--- src/rtl/lc3_mem_arbiter.sv ---
// lc3_mem_arbiter: shares one single-ported unified memory between the LC3 fetch
// stage (instruction side) and the MemAccess stage (data side).
//
// Ports:
//   clk, reset          system clock; asynchronous active-high reset
//   i_req/i_addr        fetch request (held until i_ack) and fetch address (pc)
//   i_data/i_ack        fetched instruction, valid during the one-cycle i_ack pulse
//   d_req/d_rd          data request (held until d_ack); 1 = read, 0 = write
//   d_addr/d_wdata      data address and write data
//   d_rdata/d_ack       read data, updated on read completion; one-cycle d_ack pulse
//   mem_req/mem_we      memory access strobe and write enable
//   mem_addr/mem_wdata  memory address and write data, stable for a whole access
//   mem_rdata/mem_ready memory read data; mem_ready ends the current access
//   stall               some request is pending and not yet acked
//   timeout_err         sticky watchdog flag, cleared only by reset
module lc3_mem_arbiter #(
   parameter int unsigned ADDR_W  = 16,
   parameter int unsigned DATA_W  = 16,
   parameter int unsigned TIMEOUT = 15  // 0 disables the watchdog
) (
   input  logic              clk,
   input  logic              reset,
   input  logic              i_req,
   input  logic [ADDR_W-1:0] i_addr,
   output logic [DATA_W-1:0] i_data,
   output logic              i_ack,
   input  logic              d_req,
   input  logic              d_rd,
   input  logic [ADDR_W-1:0] d_addr,
   input  logic [DATA_W-1:0] d_wdata,
   output logic [DATA_W-1:0] d_rdata,
   output logic              d_ack,
   output logic              mem_req,
   output logic              mem_we,
   output logic [ADDR_W-1:0] mem_addr,
   output logic [DATA_W-1:0] mem_wdata,
   input  logic [DATA_W-1:0] mem_rdata,
   input  logic              mem_ready,
   output logic              stall,
   output logic              timeout_err
);

   localparam int unsigned   CntW   = (TIMEOUT > 0) ? $clog2(TIMEOUT + 1) : 1;
   localparam logic [CntW-1:0] CntMax = (TIMEOUT > 0) ? CntW'(TIMEOUT) : '1;

   typedef enum logic [1:0] {StIdle, StIfetch, StDacc} state_e;

   state_e              state_q, state_d;
   logic [CntW-1:0]     cnt_q, cnt_d;
   logic                mem_req_q, mem_req_d;
   logic                mem_we_q, mem_we_d;
   logic [ADDR_W-1:0]   mem_addr_q, mem_addr_d;
   logic [DATA_W-1:0]   mem_wdata_q, mem_wdata_d;
   logic [DATA_W-1:0]   i_data_q, i_data_d;
   logic [DATA_W-1:0]   d_rdata_q, d_rdata_d;
   logic                i_ack_q, i_ack_d;
   logic                d_ack_q, d_ack_d;
   logic                timeout_err_q, timeout_err_d;
   logic                wd_fire;
   logic                done;

   // The counter reads 0 in the first mem_req cycle, so firing at TIMEOUT-1 means it
   // would reach TIMEOUT on this edge: mem_req stays high for exactly TIMEOUT cycles.
   // mem_ready has priority, so a late completion is never reported as an error.
   assign wd_fire = (TIMEOUT > 0) && (cnt_q == CntW'(TIMEOUT - 1)) && !mem_ready;
   assign done    = mem_ready || wd_fire;

   always_comb begin
      state_d       = state_q;
      cnt_d         = cnt_q;
      mem_req_d     = mem_req_q;
      mem_we_d      = mem_we_q;
      mem_addr_d    = mem_addr_q;
      mem_wdata_d   = mem_wdata_q;
      i_data_d      = i_data_q;
      d_rdata_d     = d_rdata_q;
      i_ack_d       = 1'b0;
      d_ack_d       = 1'b0;
      timeout_err_d = timeout_err_q;

      unique case (state_q)
         StIdle: begin
            cnt_d = '0;
            // Data first: it belongs to the older instruction. A request whose ack is
            // high right now is the one just served, so it is not granted again.
            if (d_req && !d_ack_q) begin
               mem_addr_d  = d_addr;
               mem_wdata_d = d_wdata;
               mem_we_d    = ~d_rd;
               mem_req_d   = 1'b1;
               state_d     = StDacc;
            end else if (i_req && !i_ack_q) begin
               mem_addr_d = i_addr;
               mem_we_d   = 1'b0;
               mem_req_d  = 1'b1;
               state_d    = StIfetch;
            end
         end
         StIfetch, StDacc: begin
            cnt_d = (cnt_q == CntMax) ? cnt_q : cnt_q + CntW'(1);
            if (done) begin
               if (state_q == StIfetch) begin
                  i_ack_d = 1'b1;
                  if (mem_ready) i_data_d = mem_rdata;
               end else begin
                  d_ack_d = 1'b1;
                  if (mem_ready && !mem_we_q) d_rdata_d = mem_rdata;
               end
               if (!mem_ready) timeout_err_d = 1'b1;
               mem_req_d = 1'b0;
               mem_we_d  = 1'b0;
               cnt_d     = '0;
               state_d   = StIdle;
            end
         end
         default: state_d = StIdle;
      endcase
   end

   always_ff @(posedge clk or posedge reset) begin
      if (reset) begin
         state_q       <= StIdle;
         cnt_q         <= '0;
         mem_req_q     <= 1'b0;
         mem_we_q      <= 1'b0;
         mem_addr_q    <= '0;
         mem_wdata_q   <= '0;
         i_data_q      <= '0;
         d_rdata_q     <= '0;
         i_ack_q       <= 1'b0;
         d_ack_q       <= 1'b0;
         timeout_err_q <= 1'b0;
      end else begin
         state_q       <= state_d;
         cnt_q         <= cnt_d;
         mem_req_q     <= mem_req_d;
         mem_we_q      <= mem_we_d;
         mem_addr_q    <= mem_addr_d;
         mem_wdata_q   <= mem_wdata_d;
         i_data_q      <= i_data_d;
         d_rdata_q     <= d_rdata_d;
         i_ack_q       <= i_ack_d;
         d_ack_q       <= d_ack_d;
         timeout_err_q <= timeout_err_d;
      end
   end

   assign mem_req     = mem_req_q;
   assign mem_we      = mem_we_q;
   assign mem_addr    = mem_addr_q;
   assign mem_wdata   = mem_wdata_q;
   assign i_data      = i_data_q;
   assign d_rdata     = d_rdata_q;
   assign i_ack       = i_ack_q;
   assign d_ack       = d_ack_q;
   assign timeout_err = timeout_err_q;
   assign stall       = (i_req & ~i_ack_q) | (d_req & ~d_ack_q);

endmodule

--- config.mk ---
export PLATFORM = sky130hd
export DESIGN_NAME = lc3_mem_arbiter
export DESIGN_NICKNAME = d
export VERILOG_FILES = /design/src/rtl/lc3_mem_arbiter.sv
export SDC_FILE = /design/constraint.sdc
export NUM_CORES = 1
export LEC_CHECK = 0
export BUFFER_PORTS_ARGS = -buffer_cell sky130_fd_sc_hd__buf_2
export CORE_UTILIZATION = 51
export DETAILED_ROUTE_END_ITERATION = 10
export PLACE_DENSITY = 0.88
export SETUP_SLACK_MARGIN = 0.3
export SLEW_MARGIN = 15
export SYNTH_ARGS = -nofsm -noshare
export SYNTH_HDL_FRONTEND = slang
export SYNTH_SLANG_ARGS = --single-unit
export TNS_END_PERCENT = 30
--- constraint.sdc ---
create_clock -name clk -period 6.6 [get_ports clk]
set_input_delay 0.66 -clock clk [delete_from_list [all_inputs] [get_ports clk]]
set_output_delay 0.66 -clock clk [all_outputs]
set_load 0.05 [all_outputs]
; ---- After elaboration in Yosys (flattened, before gate mapping)
; Index checks and enable logic that the tools add are counted.
[classes]
muxes = 22
n_bitwise = 8
n_eq_ne = 7
add_sub_neg = 1
reduce_logical = 21
[ops]
columns = op, n
row1 = 16-bit 2-to-1 mux, 2
row2 = 1-bit 2-to-1 mux, 11
row3 = "4-bit == test, second input constant", 2
row4 = 4-bit 2-to-1 mux, 2
row5 = 4-bit case mux with 2 select lines, 1
row6 = 2-bit AND reduction, 4
row7 = 4-bit AND reduction, 2
row8 = 2-bit 2-to-1 mux, 3
row9 = "3-bit inequality test, second input constant", 2
row10 = 3-bit AND reduction, 2
row11 = 1-bit NOT, 5
row12 = "4-bit by 1-bit adder with 4-bit output, second input constant", 1
row13 = 1-bit logical AND, 4
row14 = 1-bit zero test, 4
row15 = 1-bit case mux with 2 select lines, 2
row16 = 2-bit case mux with 2 select lines, 1
row17 = 2-bit nonzero test, 2
row18 = 1-bit bitwise AND, 2
row19 = "2-bit by 1-bit == test with 1-bit output, second input constant", 1
row20 = "2-bit == test, second input constant", 1
row21 = 2-bit zero test, 1
row22 = "2-bit inequality test, second input constant", 1
row23 = 2-bit OR reduction, 1
row24 = 1-bit logical OR, 1
row25 = 1-bit OR, 1
[totals]
ff_bits = 75
elab_cells = 70
output_inout_bits = 70

; ---- Longest topological paths before layout
; Gate-level depths: netlist of run 1.
[depth]
ltp_word = 5
ltp_mapped = 6

; ---- Least setup slack after synthesis of run 1
; No wires, ideal clock.
[synth_timing]
path_kind = input port to output port
from = input i_req
to = output stall
arrival_time_ns = 1.250
cell_stages = 2
t_required_ns = 5.940
slack_ns = 4.690
path_cell_list = nor2b_1 > or2_1
[synth_between]
elab_chain_cells = 2
[synth_rtl]
columns = item, line_no
row1 = start: declaration, 23  ; input logic i_req,
row2 = 1-bit bitwise AND, 157  ; assign stall = (i_req & ~i_ack_q) | (d_req & ~d_ack_q);
row3 = 1-bit OR, 157
row4 = end: declaration, 39  ; output logic stall,
; Every way passes these cells.

; ---- Worst setup path in the final report of run 1
[layout_timing]
from = register state_q[0]
to = register d_rdata_q[9] (netlist: d_rdata[9])
[layout_between]
elab_chain_cells = 3
elab_cells_between_ends = 5
cone_classes = 2 x eq/ne / 1 x bitwise / 2 x reduce/logical
[layout_rtl]
columns = item, line_no
row1 = start: declaration, 48  ; state_e state_q, state_d;
row2 = start signal: assignment, 122  ; state_q <= StIdle;
row3 = start signal: assignment, 134  ; state_q <= state_d;
row4 = 2-bit by 1-bit == test with 1-bit output or 2-bit == test (tied branches), "81, 102"
row5 = 2-bit OR reduction or 1-bit NOT (tied branches), -
row6 = 4-bit AND reduction (no line) *, -
row7 = end signal: assignment, 141  ; d_rdata_q <= d_rdata_d;
row8 = end: declaration, 55  ; logic [DATA_W-1:0] d_rdata_q, d_rdata_d;
; Mark *: on every way between the ends. The rest lies on a longest branch, timed or not.
; A chain may end at the register's enable or synchronous reset.

==> summary.txt, run 1 <==
Synth
  – Top cells by instance count after synthesis: 75 x sky130_fd_sc_hd__dfrtp_1, 38 x sky130_fd_sc_hd__mux2_2, 21 x sky130_fd_sc_hd__nand2_1
  – Sequential fraction of the synthesis area: 59.6%
  – Fraction of synthesis flops using an asynchronous set or reset pin: 100%
  – Predominant post-synthesis flop cell: sky130_fd_sc_hd__dfrtp_1
  – Net count of the mapped netlist: 305
  – XOR/XNOR share of the synthesized area: 0%
  – Count of flip-flops with a built-in enable after synthesis: 0
  – Multiplexer area fraction after synthesis: 23.8%
  – Count of mapped cells out of synthesis: 231
  – Post-Synthesis Cell Area: 0.00315 sq mm
  – Fraction of the mapped netlist area in compound gates: 6.60%
  – Most frequently used cell type in the post-synthesis netlist: sky130_fd_sc_hd__dfrtp_1
  – Cell taking the most area after synthesis: sky130_fd_sc_hd__dfrtp_1
  – Number of warning messages in the yosys log: 0
  – Post-synth cell types: 34
  – Area share of the leading cell type in the synthesized netlist: 59.6%
  – Top cells by area in the synthesized netlist: sky130_fd_sc_hd__dfrtp_1 60%, sky130_fd_sc_hd__mux2_2 14%, sky130_fd_sc_hd__mux2i_1 5.4%, sky130_fd_sc_hd__mux2_4 4.8%, sky130_fd_sc_hd__o21ai_0 2.5%
  – Dominant combinational cell family by area after synthesis: multiplexers
  – Mapped Avg Cell Area: 13.6 sq um
  – Post-synthesis simple-gate area fraction: 5.48%
  – Adder and majority cell fraction of the synthesized area: 1.59%
  – Synth Register Bits: 75

Critical path
  – Maximum fanout along the worst path: 16
  – Startpoint class of the critical path: flip-flop
  – Critical path capture point type: flip-flop
  – Kind of critical path: flip-flop to flip-flop
  – Arrival @ worst endpoint: 2.45 ns
  – Critical Path RT: 6.83 ns

Die
  – DIE AREA: 0.00649 sq mm
  – Core Footprint: 0.00592 sq mm
  – Initial core utilization: 53.2%
  – Die Y: 80.6 um
  – Total number of placement rows: 28
  – I/O pin cnt: 140
  – Die outline width: 80.6 um

STA
  – Tcrit/Tclk final: 33.7%
  – Maximum clock rate: 0.449 GHz
  – Clock Skew: 0.00763 ns
  – Hold violation total from the final report: 0
  – Post-route minimum period: 2.23 ns
  – Setup repair after global routing missed its margin: false
  – Count of pins over their slew limit: 0
  – Setup Viol. Count Final: 0
  – Post-Route Setup TNS: 0 ns
  – Worst Max-Slew Pin Slew: 1.05 ns
  – Tightest slew margin relative to the limit: 29.8%

Routing
  – Max layer used: met4
  – Antenna-violating nets left: 0
  – Wire length per cell: 15.0 um
  – Number of optimization iterations in the first detailed-route pass: 5
  – Routed length on met1: 2610 um
  – Via count normalized by instance count: 5.16
  – Total met2 wirelength after detailed routing: 3600 um
  – Wire length after detailed routing: 6760 um
  – DRC violation count after routing: 0
  – Via count: 2325
  – DRC violation total after the first TritonRoute iteration: 59
  – Routed wire length on met3: 430 um

CTS
  – Post-CTS Hold Fix Bufs: 0
  – CTS tree: yes
  – Number of instances resized during post-cts repair: 0
  – Insertion delay to the later sink of the worst-skew pair: 0.34 ns
  – Clock slew seen by the registers of the worst setup and hold paths: 0.08 ns
  – Deepest level of the CTS H-tree: 3
  – Clock buffers created by TritonCTS: 9
  – Num Clock Sinks: 75
  – Root buffer cell: sky130_fd_sc_hd__clkbuf_8
  – # Post-CTS Setup Buffers: 0
  – Maximum buffer depth of the clock tree: 2

Run status
  – Status: completed

Global routing
  – Pin count of the biggest net entering global routing: 76
  – Vias in the first global route: 2287
  – Global-route wire length before repair: 10200 um
  – Initial antenna violation count: 0
  – GRT Overall Usage: 21.3%
  – Leftover overflow at the end of global routing: 0

Finish
  – Layout Nets: 447
  – Layout overhead on the synthesized area: 29.3%
  – Multi-input combinational cell area: 0.00118 sq mm
  – Area occupied by registers: 0.00188 sq mm
  – Total inserted antenna cells: 0
  – Fill cell total of the finished layout: 461
  – Fraction of final layout cells with drive strength greater than 1: 55.3%

Place
  – Total of buffers placed on input and output ports: 139
  – Detailed Place HPWL: 4970 um
  – Weighted congestion at the end of routability-driven global placement: 0.811

Worst hold path
  – Worst Hold Class: flip-flop to flip-flop

Job
  – Number of maximum-capacitance constraint violations: 0
cells in the final DEF (no fill, tap or decap), drive strengths merged, types with 2 or more instances in the layout:
master,Yosys,routed
a21o,2,2
a21oi,3,3
a31oi,3,3
buf,8,140
clkbuf,1,9
clkinv,0,3
dfrtp,75,75
ha,4,4
inv,9,9
mux2,48,48
mux2i,17,17
nand2,22,22
nand2b,2,2
nor2b,3,3
nor3,2,2
o21ai,18,18
o22ai,2,2
sequential cells by signal (all words and copies together) (netlist names):
name	cells
cnt_q	4
d_ack	1
d_rdata	16
i_ack	1
i_data	16
mem_addr	16
mem_req	1
mem_wdata	16
mem_we	1
state_q	2
timeout_err	1
critical path, stage by stage, from the launching register on:
cell	delay [ns]
sky130_fd_sc_hd__dfrtp_1	0.37
sky130_fd_sc_hd__inv_1	0.05
sky130_fd_sc_hd__ha_1	0.40
sky130_fd_sc_hd__and4bb_1	0.86
sky130_fd_sc_hd__mux2_2	0.42
layer usage:
| metal | GRT usage (%) | vias to the layer above |
|---|---|---|
| met1 | 23.5 | 1123 |
| li1 | - | 1090 |
| met5 | 0 | - |
| met4 | 10.9 | 0 |
| met2 | 38.3 | 99 |
| met3 | 4.32 | 13 |
path summary, 6_finish.rpt:
path | end | startpoint | slack (ns) | depth (start not counted)
min in group asynchronous | mem_wdata[5] | reset | 0.58 | 3
max in group asynchronous | mem_addr[8] | reset | 5.42 | 3
worst max-delay path | d_rdata[9] | state_q[0] | 4.37 | 4
worst min-delay path | timeout_err | timeout_err | 0.48 | 1
worst max register to register | d_rdata[9] | state_q[0] | 4.37 | 4
worst min register to register | timeout_err | timeout_err | 0.48 | 1
logic make-up after synthesis:
| family | after synthesis |
|---|---|
| AND/OR/NAND/NOR | 35 |
| flip-flops | 75 |
| buffers and inverters | 18 |
| multiplexers | 65 |
| adder cells (fa/ha/maj) | 4 |
| AO/OA/AOI/OAI | 34 |
area by class of cell:
class | instances | share of cell area [%]
multi-input combinational | 138 | 29.1
clock inverter | 5 | 1.38
tap | 75 | 2.31
sequential | 75 | 46.1
clock buffer | 9 | 3.04
timing repair buffer | 140 | 17.3
inverter | 9 | 0.830
stage by stage:
stage	std cells	utilization, %	setup WS, ns	hold WS [ns]	instance area, sq um
2_1_floorplan	231	-	4.03	0.489	3150
3_3_place_gp	437	65.7	4.44	0.458	3890
3_5_place_dp	437	65.7	4.37	0.467	3890
4_1_cts	451	68.7	4.36	0.482	4070
5_1_grt	451	68.7	4.23	0.504	4070
6_report	451	68.7	4.37	0.482	4070
Power of run 1 is not shown: default switching activity piles up to over one toggle a cycle in this logic, so the estimate is an artifact.
==> inputs of run 2 (changes only) <==
CORE_UTILIZATION = 47   (was 51)
PLACE_DENSITY = 0.83   (was 0.88)
clock period = 2.3 ns   (was 6.6 ns; I/O delays follow)
==> run 2 against run 1 <==
Net effect:
- the flow now finishes with violations (DRC)
- fmax grew 23%
- cell area up 2.1%
- critical path depth is 1 higher
- sequential share of layout area decreased by 0.94 points
- die area grew 8.3%
- utilization fell by 4.0 points
- non-clock buffer count up 4
- hold slack worse by 0.37 ns
- clock skew increased by 0.0032 ns
- count of clock-buffer cells in the layout unchanged
- wire length decreased by 2.8%
- critical endpoint is now d_rdata[13]
==> summary.txt, run 2 (synthesis results as in run 1) <==
Die
  – Total number of placement rows: 29 (+3.6%)
  – I/O pin cnt: 140 (unchanged)
  – Die Y: 83.8 um (+4.1%)
  – DIE AREA: 0.00703 sq mm (+8.3%)
  – Core Footprint: 0.00642 sq mm (+8.5%)
  – Die outline width: 83.8 um (+4.1%)
  – Initial core utilization: 49.0% (-4.2 points)

Critical path
  – Worst reg2reg path depth: 5 (+1)
  – Critical Path RT: 2.52 ns (-4.31 ns)
  – Critical path capture point type: flip-flop
  – Arrival @ worst endpoint: 2.04 ns (-0.41 ns)
  – Top cell family by delay on the critical path: adder cells
  – Destination of the worst register-to-register timing path: d_rdata[13]
  – Worst r2r src: state_q[0]
  – Standard cell with the maximum stage delay on the critical path: sky130_fd_sc_hd__ha_1
  – Worst reg-to-reg setup slack: 0.48 ns (-3.89 ns)
  – Cell-by-cell listing of the critical path: inv_1, ha_1, and4bb_1, buf_4, mux2_2
  – Worst Path Buf+Inv: 2 (+1)
  – Startpoint class of the critical path: flip-flop
  – Crit path largest cell delay: 0.40 ns (-0.46 ns)
  – Kind of critical path: flip-flop to flip-flop
  – Maximum fanout along the worst path: 16 (unchanged)

Global routing
  – GRT Overall Usage: 20.3% (-0.98 points)
  – Global-route wire length before repair: 11200 um (+9.1%)
  – Pin count of the biggest net entering global routing: 48 (-37%)
  – Leftover overflow at the end of global routing: 0 (unchanged)
  – Vias in the first global route: 2437 (+6.6%)
  – Initial antenna violation count: 0 (unchanged)

Routing
  – Via count: 2308 (-0.73%)
  – Wire length after detailed routing: 6570 um (-2.8%)
  – Antenna-violating nets left: 0 (unchanged)
  – Wire length per cell: 14.3 um (-4.3%)
  – Number of optimization iterations in the first detailed-route pass: 7 (+2)
  – Via count normalized by instance count: 5.04 (-2.2%)
  – DRC violation total after the first TritonRoute iteration: 69 (+17%)
  – DRC violation count after routing: 22 (+22)

STA
  – Post-route minimum period: 1.82 ns (-0.411 ns)
  – Post-Route Setup TNS: 0 ns (unchanged)
  – Count of pins over their slew limit: 0 (unchanged)
  – Tcrit/Tclk final: 78.9% (+45 points)
  – Setup repair after global routing missed its margin: false
  – Hold violation total from the final report: 0 (unchanged)
  – Worst Max-Slew Pin Slew: 0.755 ns (-0.298 ns)
  – Fin Hold WS: 0.114 ns (-0.368 ns)
  – Setup Viol. Count Final: 0 (unchanged)
  – Clock Skew: 0.0108 ns (+0.00320 ns)
  – Maximum clock rate: 0.551 GHz (+23%)
  – Tightest slew margin relative to the limit: 49.5% (+20 points)

CTS
  – Number of instances resized during post-cts repair: 0 (unchanged)
  – Clock slew seen by the registers of the worst setup and hold paths: 0.08 ns (about the same)
  – Clock buffers created by TritonCTS: 9 (unchanged)
  – Maximum buffer depth of the clock tree: 2 (unchanged)
  – CTS tree: yes
  – Root buffer cell: sky130_fd_sc_hd__clkbuf_8
  – # Post-CTS Setup Buffers: 0 (unchanged)
  – Post-CTS Hold Fix Bufs: 1 (+1)
  – Insertion delay to the later sink of the worst-skew pair: 0.34 ns (about the same)
  – Deepest level of the CTS H-tree: 3 (unchanged)
  – Num Clock Sinks: 75 (unchanged)

Place
  – Weighted congestion at the end of routability-driven global placement: 0.794 (-2.1%)
  – Detailed Place HPWL: 4930 um (-0.86%)
  – Placed cell count: 442 (+1.1%)
  – Total of buffers placed on input and output ports: 139 (unchanged)

Finish
  – Fill cell total of the finished layout: 495 (+7.4%)
  – Layout Nets: 451 (+0.89%)
  – Commonest cells after routing, fill and taps aside: 139 x sky130_fd_sc_hd__buf_2, 75 x sky130_fd_sc_hd__dfrtp_1, 38 x sky130_fd_sc_hd__mux2_2
  – Fraction of final layout cells with drive strength greater than 1: 55.6% (+0.32 points)
  – Final non-filler cell total: 458 (+1.6%)
  – Leading cell type in the layout, fill and taps excluded: sky130_fd_sc_hd__buf_2
  – Layout overhead on the synthesized area: 32.0%
  – Total inserted antenna cells: 0 (unchanged)

Run status
  – Status: finished with violations
  – Failing checks: DRC

Worst hold path
  – End point of the most critical hold path: mem_wdata[5]
  – Worst Hold Class: primary input to flip-flop
  – Start point of the worst min-delay path: d_wdata[5]
  – Count of cells along the worst hold path: 2 (+1)

Job
  – Number of maximum-capacitance constraint violations: 0 (unchanged)
==> run 2: cell count changes in the layout (fill, tap and decap cells not counted), sizes merged <==
cell	change
bufinv	+1
clkinv	-1
dlygate4sd3	+1
buf	+3
clkinvlp	+1
==> run 2: how the worst max path moves through the flow <==
| stage | end | slack [ns] | startpoint | cells past startpoint |
|---|---|---|---|---|
| 2_1_floorplan | d_rdata[0] | 0.63 | state_q[0] | 6 |
| 3_3_place_gp | d_rdata[13] | 0.56 | state_q[0] | 5 |
| 3_5_place_dp | d_rdata[13] | 0.49 | state_q[0] | 5 |
| 4_1_cts | d_rdata[13] | 0.48 | state_q[0] | 5 |
| 5_1_grt | d_rdata[13] | 0.41 | state_q[0] | 5 |
| 6_report | d_rdata[13] | 0.48 | state_q[0] | 5 |
==> run 2: stage by stage <==
step	utilization [%]	worst slack, ns	cell area (sq um)
6_report	64.7	0.484	4160
3_5_place_dp	61.2	0.490	3930
4_1_cts	64.7	0.479	4160
2_1_floorplan	-	0.631	3150
5_1_grt	64.7	0.410	4160
3_3_place_gp	61.2	0.556	3930
==> run 2: layer usage <==
layer / global-route usage [%] / wire (um) / vias up
met5: 0 / 0 / -
met4: 6.43 / 89 / 0
met3: 8.01 / 573 / 10
met2: 33.9 / 3150 / 105
met1: 24.1 / 2750 / 1097
li1: - / - / 1096
==> run 2: cell type report <==
type	count	area (sq um)	area share, %
Clock buffer	9	124	2.98
Clock inverter	6	90.1	2.17
Inverter	9	37.5	0.903
Multi-Input combinational cell	138	1180	28.5
Sequential cell	75	1880	45.2
Tap cell	77	96.3	2.32
Timing Repair Buffer	144	748	18.0
Power of run 2 is left out for the same reason.
